[config.mk]
export PLATFORM = sky130hd
export DESIGN_NAME = mem_access_ctrl
export DESIGN_NICKNAME = d
export VERILOG_FILES = /design/src/rtl/mem_access_ctrl_pkg.sv /design/src/rtl/mem_align_fmt.sv /design/src/rtl/mem_access_ctrl.sv
export SDC_FILE = /design/constraint.sdc
export NUM_CORES = 1
export LEC_CHECK = 0
export BUFFER_PORTS_ARGS = -buffer_cell sky130_fd_sc_hd__buf_2
export CORE_MARGIN = 3
export CORE_UTILIZATION = 54
export CTS_CLUSTER_SIZE = 20
export DETAILED_ROUTE_END_ITERATION = 16
export PLACE_DENSITY = 0.86
export REMOVE_ABC_BUFFERS = 1
export SYNTH_ARGS = -nofsm -noshare
export SYNTH_HDL_FRONTEND = slang
export SYNTH_HIERARCHICAL = 1
export SYNTH_SLANG_ARGS = --single-unit
[constraint.sdc]
create_clock -name clk -period 4.6 [get_ports clk]
set_input_delay 0.69 -clock clk [delete_from_list [all_inputs] [get_ports clk]]
set_output_delay 0.69 -clock clk [all_outputs]
set_load 0.02 [all_outputs]
[src/rtl/mem_access_ctrl_pkg.sv]
// Shared definitions for the MEM-stage data-bus sequencer: memop codes,
// access sizes, FSM states and small op-decode helpers.
package mem_access_ctrl_pkg;

  localparam int MMOP_W = 4;

  localparam logic [MMOP_W-1:0] MEMOP_NOP = 4'd0;
  localparam logic [MMOP_W-1:0] MEMOP_LB  = 4'd1;
  localparam logic [MMOP_W-1:0] MEMOP_LBU = 4'd2;
  localparam logic [MMOP_W-1:0] MEMOP_LH  = 4'd3;
  localparam logic [MMOP_W-1:0] MEMOP_LHU = 4'd4;
  localparam logic [MMOP_W-1:0] MEMOP_LW  = 4'd5;
  localparam logic [MMOP_W-1:0] MEMOP_SB  = 4'd6;
  localparam logic [MMOP_W-1:0] MEMOP_SH  = 4'd7;
  localparam logic [MMOP_W-1:0] MEMOP_SW  = 4'd8;

  localparam logic [1:0] SIZE_BYTE = 2'd0;
  localparam logic [1:0] SIZE_HALF = 2'd1;
  localparam logic [1:0] SIZE_WORD = 2'd2;

  typedef enum logic [2:0] {
    ST_IDLE   = 3'd0,
    ST_REQ    = 3'd1,
    ST_WAIT   = 3'd2,
    ST_DONE   = 3'd3,
    ST_CANCEL = 3'd4
  } state_e;

  function automatic logic is_load(input logic [MMOP_W-1:0] op);
    return (op == MEMOP_LB) || (op == MEMOP_LBU) || (op == MEMOP_LH) ||
           (op == MEMOP_LHU) || (op == MEMOP_LW);
  endfunction

  function automatic logic is_store(input logic [MMOP_W-1:0] op);
    return (op == MEMOP_SB) || (op == MEMOP_SH) || (op == MEMOP_SW);
  endfunction

  function automatic logic [1:0] op_size(input logic [MMOP_W-1:0] op);
    case (op)
      MEMOP_LH, MEMOP_LHU, MEMOP_SH: return SIZE_HALF;
      MEMOP_LW, MEMOP_SW:            return SIZE_WORD;
      default:                       return SIZE_BYTE;
    endcase
  endfunction

endpackage

[src/rtl/mem_align_fmt.sv]
// Combinational formatting for the data bus: store strobes and lane
// replication, load lane extraction with sign/zero extension, misalign check.
module mem_align_fmt
  import mem_access_ctrl_pkg::*;
(
  input  logic [MMOP_W-1:0] i_st_op,
  input  logic [1:0]        i_st_addr_lo,
  input  logic [31:0]       i_st_wdata,
  output logic [3:0]        o_wstrb,
  output logic [31:0]       o_wdata,
  output logic              o_adel,
  output logic              o_ades,
  input  logic [MMOP_W-1:0] i_ld_op,
  input  logic [1:0]        i_ld_addr_lo,
  input  logic [31:0]       i_ld_rdata,
  output logic [31:0]       o_ld_result
);

  logic        w_half;
  logic        w_word;
  logic        w_mis;
  logic [31:0] w_shift;

  assign w_half = (i_st_op == MEMOP_LH) || (i_st_op == MEMOP_LHU) || (i_st_op == MEMOP_SH);
  assign w_word = (i_st_op == MEMOP_LW) || (i_st_op == MEMOP_SW);
  assign w_mis  = (w_half && i_st_addr_lo[0]) || (w_word && (i_st_addr_lo != 2'b00));

  assign o_adel = w_mis && is_load(i_st_op);
  assign o_ades = w_mis && is_store(i_st_op);

  always_comb begin
    // NOTE: every output gets a default before the case so no path leaves
    // it unassigned; otherwise synthesis infers a latch.
    o_wstrb = 4'b0000;
    o_wdata = 32'h0;
    case (i_st_op)
      MEMOP_SB: begin
        o_wstrb = 4'b0001 << i_st_addr_lo;
        o_wdata = {4{i_st_wdata[7:0]}};
      end
      MEMOP_SH: begin
        o_wstrb = i_st_addr_lo[1] ? 4'b1100 : 4'b0011;
        o_wdata = {2{i_st_wdata[15:0]}};
      end
      MEMOP_SW: begin
        o_wstrb = 4'b1111;
        o_wdata = i_st_wdata;
      end
      default: ;
    endcase
  end

  // The addressed lane is moved down to bit 0 before extension.
  assign w_shift = i_ld_rdata >> {i_ld_addr_lo, 3'b000};

  always_comb begin
    o_ld_result = 32'h0;
    case (i_ld_op)
      MEMOP_LB:  o_ld_result = {{24{w_shift[7]}}, w_shift[7:0]};
      MEMOP_LBU: o_ld_result = {24'h0, w_shift[7:0]};
      MEMOP_LH:  o_ld_result = {{16{w_shift[15]}}, w_shift[15:0]};
      MEMOP_LHU: o_ld_result = {16'h0, w_shift[15:0]};
      MEMOP_LW:  o_ld_result = i_ld_rdata;
      default: ;
    endcase
  end

endmodule

[src/rtl/mem_access_ctrl.sv]
// MEM-stage load/store sequencer for the req/addr_ok/data_ok SRAM bus.
// Optional performance counters are enabled with MEM_ACCESS_PERF_EN.
module mem_access_ctrl
  import mem_access_ctrl_pkg::*;
#(
  parameter int AW = 32,
  parameter int DW = 32
) (
  input  logic              clk,
  input  logic              rst_n,
  input  logic              req_valid,
  input  logic [MMOP_W-1:0] req_op,
  input  logic [AW-1:0]     req_addr,
  input  logic [DW-1:0]     req_wdata,
  input  logic              flush,
  input  logic              down_stall,
  output logic              mem_stall_o,
  output logic [DW-1:0]     rdata_o,
  output logic              rdata_valid_o,
  output logic              adel_o,
  output logic              ades_o,
  output logic              data_req,
  output logic              data_wr,
  output logic [1:0]        data_size,
  output logic [AW-1:0]     data_addr,
  output logic [DW-1:0]     data_wdata,
  output logic [3:0]        data_wstrb,
  input  logic              data_addr_ok,
  input  logic [DW-1:0]     data_rdata,
  input  logic              data_data_ok
`ifdef MEM_ACCESS_PERF_EN
  ,
  output logic [31:0]       perf_stall_cnt,
  output logic [15:0]       perf_cancel_cnt
`endif
);

  state_e              r_state;
  state_e              w_next;

  logic [MMOP_W-1:0]   r_op;
  logic [AW-1:0]       r_addr;
  logic                r_wr;
  logic [1:0]          r_size;
  logic [DW-1:0]       r_wdata;
  logic [3:0]          r_wstrb;
  logic [DW-1:0]       r_rdata;

  logic [3:0]          w_st_wstrb;
  logic [DW-1:0]       w_st_wdata;
  logic                w_adel;
  logic                w_ades;
  logic [DW-1:0]       w_ld_result;
  logic                w_accept;

  mem_align_fmt u_fmt (
    .i_st_op      (req_op),
    .i_st_addr_lo (req_addr[1:0]),
    .i_st_wdata   (req_wdata),
    .o_wstrb      (w_st_wstrb),
    .o_wdata      (w_st_wdata),
    .o_adel       (w_adel),
    .o_ades       (w_ades),
    .i_ld_op      (r_op),
    .i_ld_addr_lo (r_addr[1:0]),
    .i_ld_rdata   (data_rdata),
    .o_ld_result  (w_ld_result)
  );

  // Misaligned ops and NOPs never reach the bus; a flush cancels the launch.
  assign w_accept = (r_state == ST_IDLE) && req_valid &&
                    (is_load(req_op) || is_store(req_op)) &&
                    !w_adel && !w_ades && !flush;

  always_ff @(posedge clk or negedge rst_n) begin
    // NOTE: sequential state uses non-blocking assignments so all registers
    // update together from pre-edge values, independent of block order.
    if (!rst_n) r_state <= ST_IDLE;
    else        r_state <= w_next;
  end

  always_comb begin
    w_next = r_state;
    case (r_state)
      ST_IDLE: if (w_accept) w_next = ST_REQ;
      ST_REQ: begin
        if (data_addr_ok && flush) w_next = ST_CANCEL;
        else if (data_addr_ok)     w_next = ST_WAIT;
        else if (flush)            w_next = ST_IDLE;
      end
      ST_WAIT: begin
        if (data_data_ok && flush) w_next = ST_IDLE;
        else if (data_data_ok)     w_next = ST_DONE;
        else if (flush)            w_next = ST_CANCEL;
      end
      ST_DONE:   if (flush || !down_stall) w_next = ST_IDLE;
      ST_CANCEL: if (data_data_ok) w_next = ST_IDLE;
      default:   w_next = ST_IDLE;
    endcase
  end

  // Outputs are forced low while reset is held, whatever the pipeline presents.
  always_comb begin
    mem_stall_o   = 1'b0;
    rdata_valid_o = 1'b0;
    rdata_o       = '0;
    adel_o        = 1'b0;
    ades_o        = 1'b0;
    data_req      = 1'b0;
    if (rst_n) begin
      case (r_state)
        ST_IDLE: begin
          adel_o      = req_valid && w_adel;
          ades_o      = req_valid && w_ades;
          mem_stall_o = w_accept;
        end
        ST_REQ: begin
          data_req    = 1'b1;
          mem_stall_o = 1'b1;
        end
        ST_WAIT: mem_stall_o = 1'b1;
        ST_DONE: begin
          rdata_valid_o = is_load(r_op);
          rdata_o       = is_load(r_op) ? r_rdata : '0;
        end
        ST_CANCEL: mem_stall_o = req_valid;
        default: ;
      endcase
    end
  end

  assign data_wr    = r_wr;
  assign data_size  = r_size;
  assign data_addr  = r_addr;
  assign data_wdata = r_wdata;
  assign data_wstrb = r_wstrb;

  always_ff @(posedge clk or negedge rst_n) begin
    if (!rst_n) begin
      r_op    <= MEMOP_NOP;
      r_addr  <= '0;
      r_wr    <= 1'b0;
      r_size  <= SIZE_BYTE;
      r_wdata <= '0;
      r_wstrb <= 4'b0000;
      r_rdata <= '0;
    end else begin
      if (w_accept) begin
        r_op    <= req_op;
        r_addr  <= req_addr;
        r_wr    <= is_store(req_op);
        r_size  <= op_size(req_op);
        r_wdata <= w_st_wdata;
        r_wstrb <= w_st_wstrb;
      end
      // A response that coincides with a flush belongs to a dead instruction.
      if ((r_state == ST_WAIT) && data_data_ok && !flush) r_rdata <= w_ld_result;
    end
  end

`ifdef MEM_ACCESS_PERF_EN
  logic [31:0] r_perf_stall_cnt;
  logic [15:0] r_perf_cancel_cnt;

  always_ff @(posedge clk or negedge rst_n) begin
    if (!rst_n) begin
      r_perf_stall_cnt  <= '0;
      r_perf_cancel_cnt <= '0;
    end else begin
      if (mem_stall_o && (r_perf_stall_cnt != '1))
        r_perf_stall_cnt <= r_perf_stall_cnt + 32'd1;
      if ((r_state != ST_CANCEL) && (w_next == ST_CANCEL) && (r_perf_cancel_cnt != '1))
        r_perf_cancel_cnt <= r_perf_cancel_cnt + 16'd1;
    end
  end

  assign perf_stall_cnt  = r_perf_stall_cnt;
  assign perf_cancel_cnt = r_perf_cancel_cnt;
`else
  // Without the counters, stall and cancel events are not observed here.
`endif

endmodule

==> impl_metrics.yaml <==
outcome:
  outcome: "completed"
synthesis:
  ys_warn_count: 6
  post_synth.cell_area_avg_um2: 11.5
  synth_cells: 514
  synth_area_um2: 5900
  yosys-top-cells-count: "dfrtp_1, mux2_2, nand2_1"
  synth_top_area_share_pct: 46.7
  synth-edff-count: 0
  async_flop_share_pct: 100
  synth_top_area_cell: "dfrtp_1"
  ys_ff_latch: 110
  synth.area.top_cells: "dfrtp_1, mux2_2, and2_1"
  ys_seq_area_share_pct: 46.7
  synth_cell_types: 52
  yosysMostFrequentCell: "dfrtp_1"
  synth_ff_type: "dfrtp_1"
clock_network:
  cts.sinks: 110
  cts.hold.buffers_added: 0
  numCtsBuffers: 9
  cts_htree_levels: 3
  cts_root_buffer: "clkbuf_8"
  postCtsSetupBuffers: 0
  clkLatencyLatePin_ns: 0.38
  clockBufferDepth: 2
  tritoncts: "yes"
  cts_resized: 0
  clk_pin_slew_ns: 0.10
timing:
  slew_headroom_pct: 19.6
  slew_violations: 0
  hold_viol: 0
  period_needed_ns: 3.72
  worst_slack_ns: 0.880
  setup_viol: 0
  rsz0062_at_grt: "no"
  period_share_pct: 80.9
  skew_ns: 0.0139
  worstMarginPinSlew_ns: 1.21
  fmax_mhz: 269
  fin_tns_setup_ns: 0
die:
  rows: 37
  core_area_um2: 10500
  dieWidth_um: 111
  start_util_pct: 56.4
  die_y_um: 111
  die-area_um2: 12200
  ios: 215
global_routing:
  antenna_found_initial: 1
  groute.usage.overall_pct: 25.3
  grt_max_degree: 84
  grt_pass1_wl_um: 25300
  grt_pass1_vias: 5055
  grt.overflow.total: 0
finish:
  final_nets: 821
  syn2layout_area_growth_pct: 22.1
  drive_gt1_share_pct: 49.0
  fillers: 801
routing:
  drc: 0
  vias_per_cell: 5.72
  drt_iter0_markers: 490
  drtAntennaViolNets: 0
  num_vias: 4899
  routedWlPerCell_um: 18.4
  drt_wl_total_um: 15800
  drt_first_pass_iters: 5
worst_setup_path:
  cp.required_ns: 3.91
  crit_family: "simple AND/OR/NAND/NOR gates"
  crit_chain: "buf_2, nor4b_4, a21oi_1, nor2_1, nor4_4, nand2_4, a21boi_0, buf_2"
  slowest_delay_ns: 0.91
  critPathLaunchType: "primary input"
  arrival_ns: 3.03
  r2r_slack_ns: 2.02
  worstSetupEndpointType: "output pin"
  r2r-end: "r_rdata[8]$_DFFE_PN0P_"
  worst-path-max-fanout: 23
  r2r-start: "data_addr[1]$_DFFE_PN0P_"
  crit_path_frequent_cell: "buf_2"
  critical_path_class: "in -> out"
  r2r_cells: 6
  path_buf_inv: 2
  crit_slowest_cell: "nor4b_4"
placed_design:
  gp_congestion: 0.863
  place_ws_ns: 0.923
  port_buffers: 214
  hpwl_um: 11400
pwr:
  vdd_drop_max_mv: 0.317
  p_leak_nw: 3.87
  p_per_area_nw_per_um2: 407
flow_run:
  maxCapViolCount: 0
worst_hold_path:
  hold_path.class: "in -> async"
-- logic make-up after synthesis --
| kind of cell | count (synthesis) | share of synthesized area [%] |
|---|---|---|
| AO/OA/AOI/OAI | 91 | 11.6 |
| multiplexers | 121 | 22.9 |
| flip-flops | 110 | 46.7 |
| XOR/XNOR | 2 | 0.297 |
| AND/OR/NAND/NOR | 155 | 14.6 |
| buffers and inverters | 35 | 3.95 |
-- how the worst max path moves through the flow --
stage	start	endpoint	cells past startpoint
final	req_op[0]	mem_stall_o	8
after global routing	req_op[0]	mem_stall_o	8
after CTS	req_op[0]	mem_stall_o	8
after detailed placement	req_op[0]	mem_stall_o	8
after global placement	req_op[0]	mem_stall_o	8
after floorplan	req_op[2]	mem_stall_o	6
-- metal layers --
layer	share of wire [%]	wire [um]	global-route usage [%]
met4	1.4	223	7.72
met5	0	0	0
met2	51	7980	44.7
met3	8.7	1380	6.52
met1	39	6180	30.3
-- power breakdown --
group | switching (mW) | internal (mW)
Sequential | 0.177 | 1.16
Combinational | 0.544 | 0.427
Clock | 0.355 | 0.266
Total | 1.08 | 1.85
-- stage by stage --
step                instance area, um2  hold slack (ns)  instances  utilization, %  power (mW)
finish                            7200            0.250        856            68.8        2.93
CTS                               7200            0.243        855            68.8        2.95
global placement                  6990            0.479        839            66.8        2.27
detailed placement                6990            0.486        839            66.8        2.33
floorplan                         5680            0.394        482               -        1.93
global route                      7200            0.260        856            68.8        3.08
-- layout make-up --
| class | instances | area (um2) | area share [%] |
|---|---|---|---|
| repair buffers | 221 | 1130 | 15.6 |
| clock buffers | 9 | 124 | 1.72 |
| diodes | 1 | 2.50 | 0.0348 |
| inverters | 3 | 11.3 | 0.156 |
| flip-flops and latches | 110 | 2750 | 38.2 |
| clock inverters | 7 | 87.6 | 1.22 |
| multi-input cells | 369 | 2930 | 40.6 |
| well taps | 136 | 170 | 2.36 |
-- registers in the layout, indices dropped and copies added, names as in the netlist --
name and count:
data_wdata 32, r_rdata 32, r_op 4, data_wstrb 4, data_wr 1, data_addr 32
data_size 2, r_state 3
-- cells in the final DEF, fill, tap and decap left out, drive strengths merged, types with 3 or more instances in the layout --
master	instances
a211o	8
a21oi	12
a221o	7
a22o	17
a2bb2oi	3
a32o	8
and2	40
and3	4
buf	221
clkbuf	9
dfrtp	110
inv	7
mux2	102
mux2i	18
nand2	64
nand3	3
nand3b	4
nand4b	3
nor2	11
nor2b	10
nor3	3
o21ai	24
o31ai	3
Power figures use the tool's default switching activity.
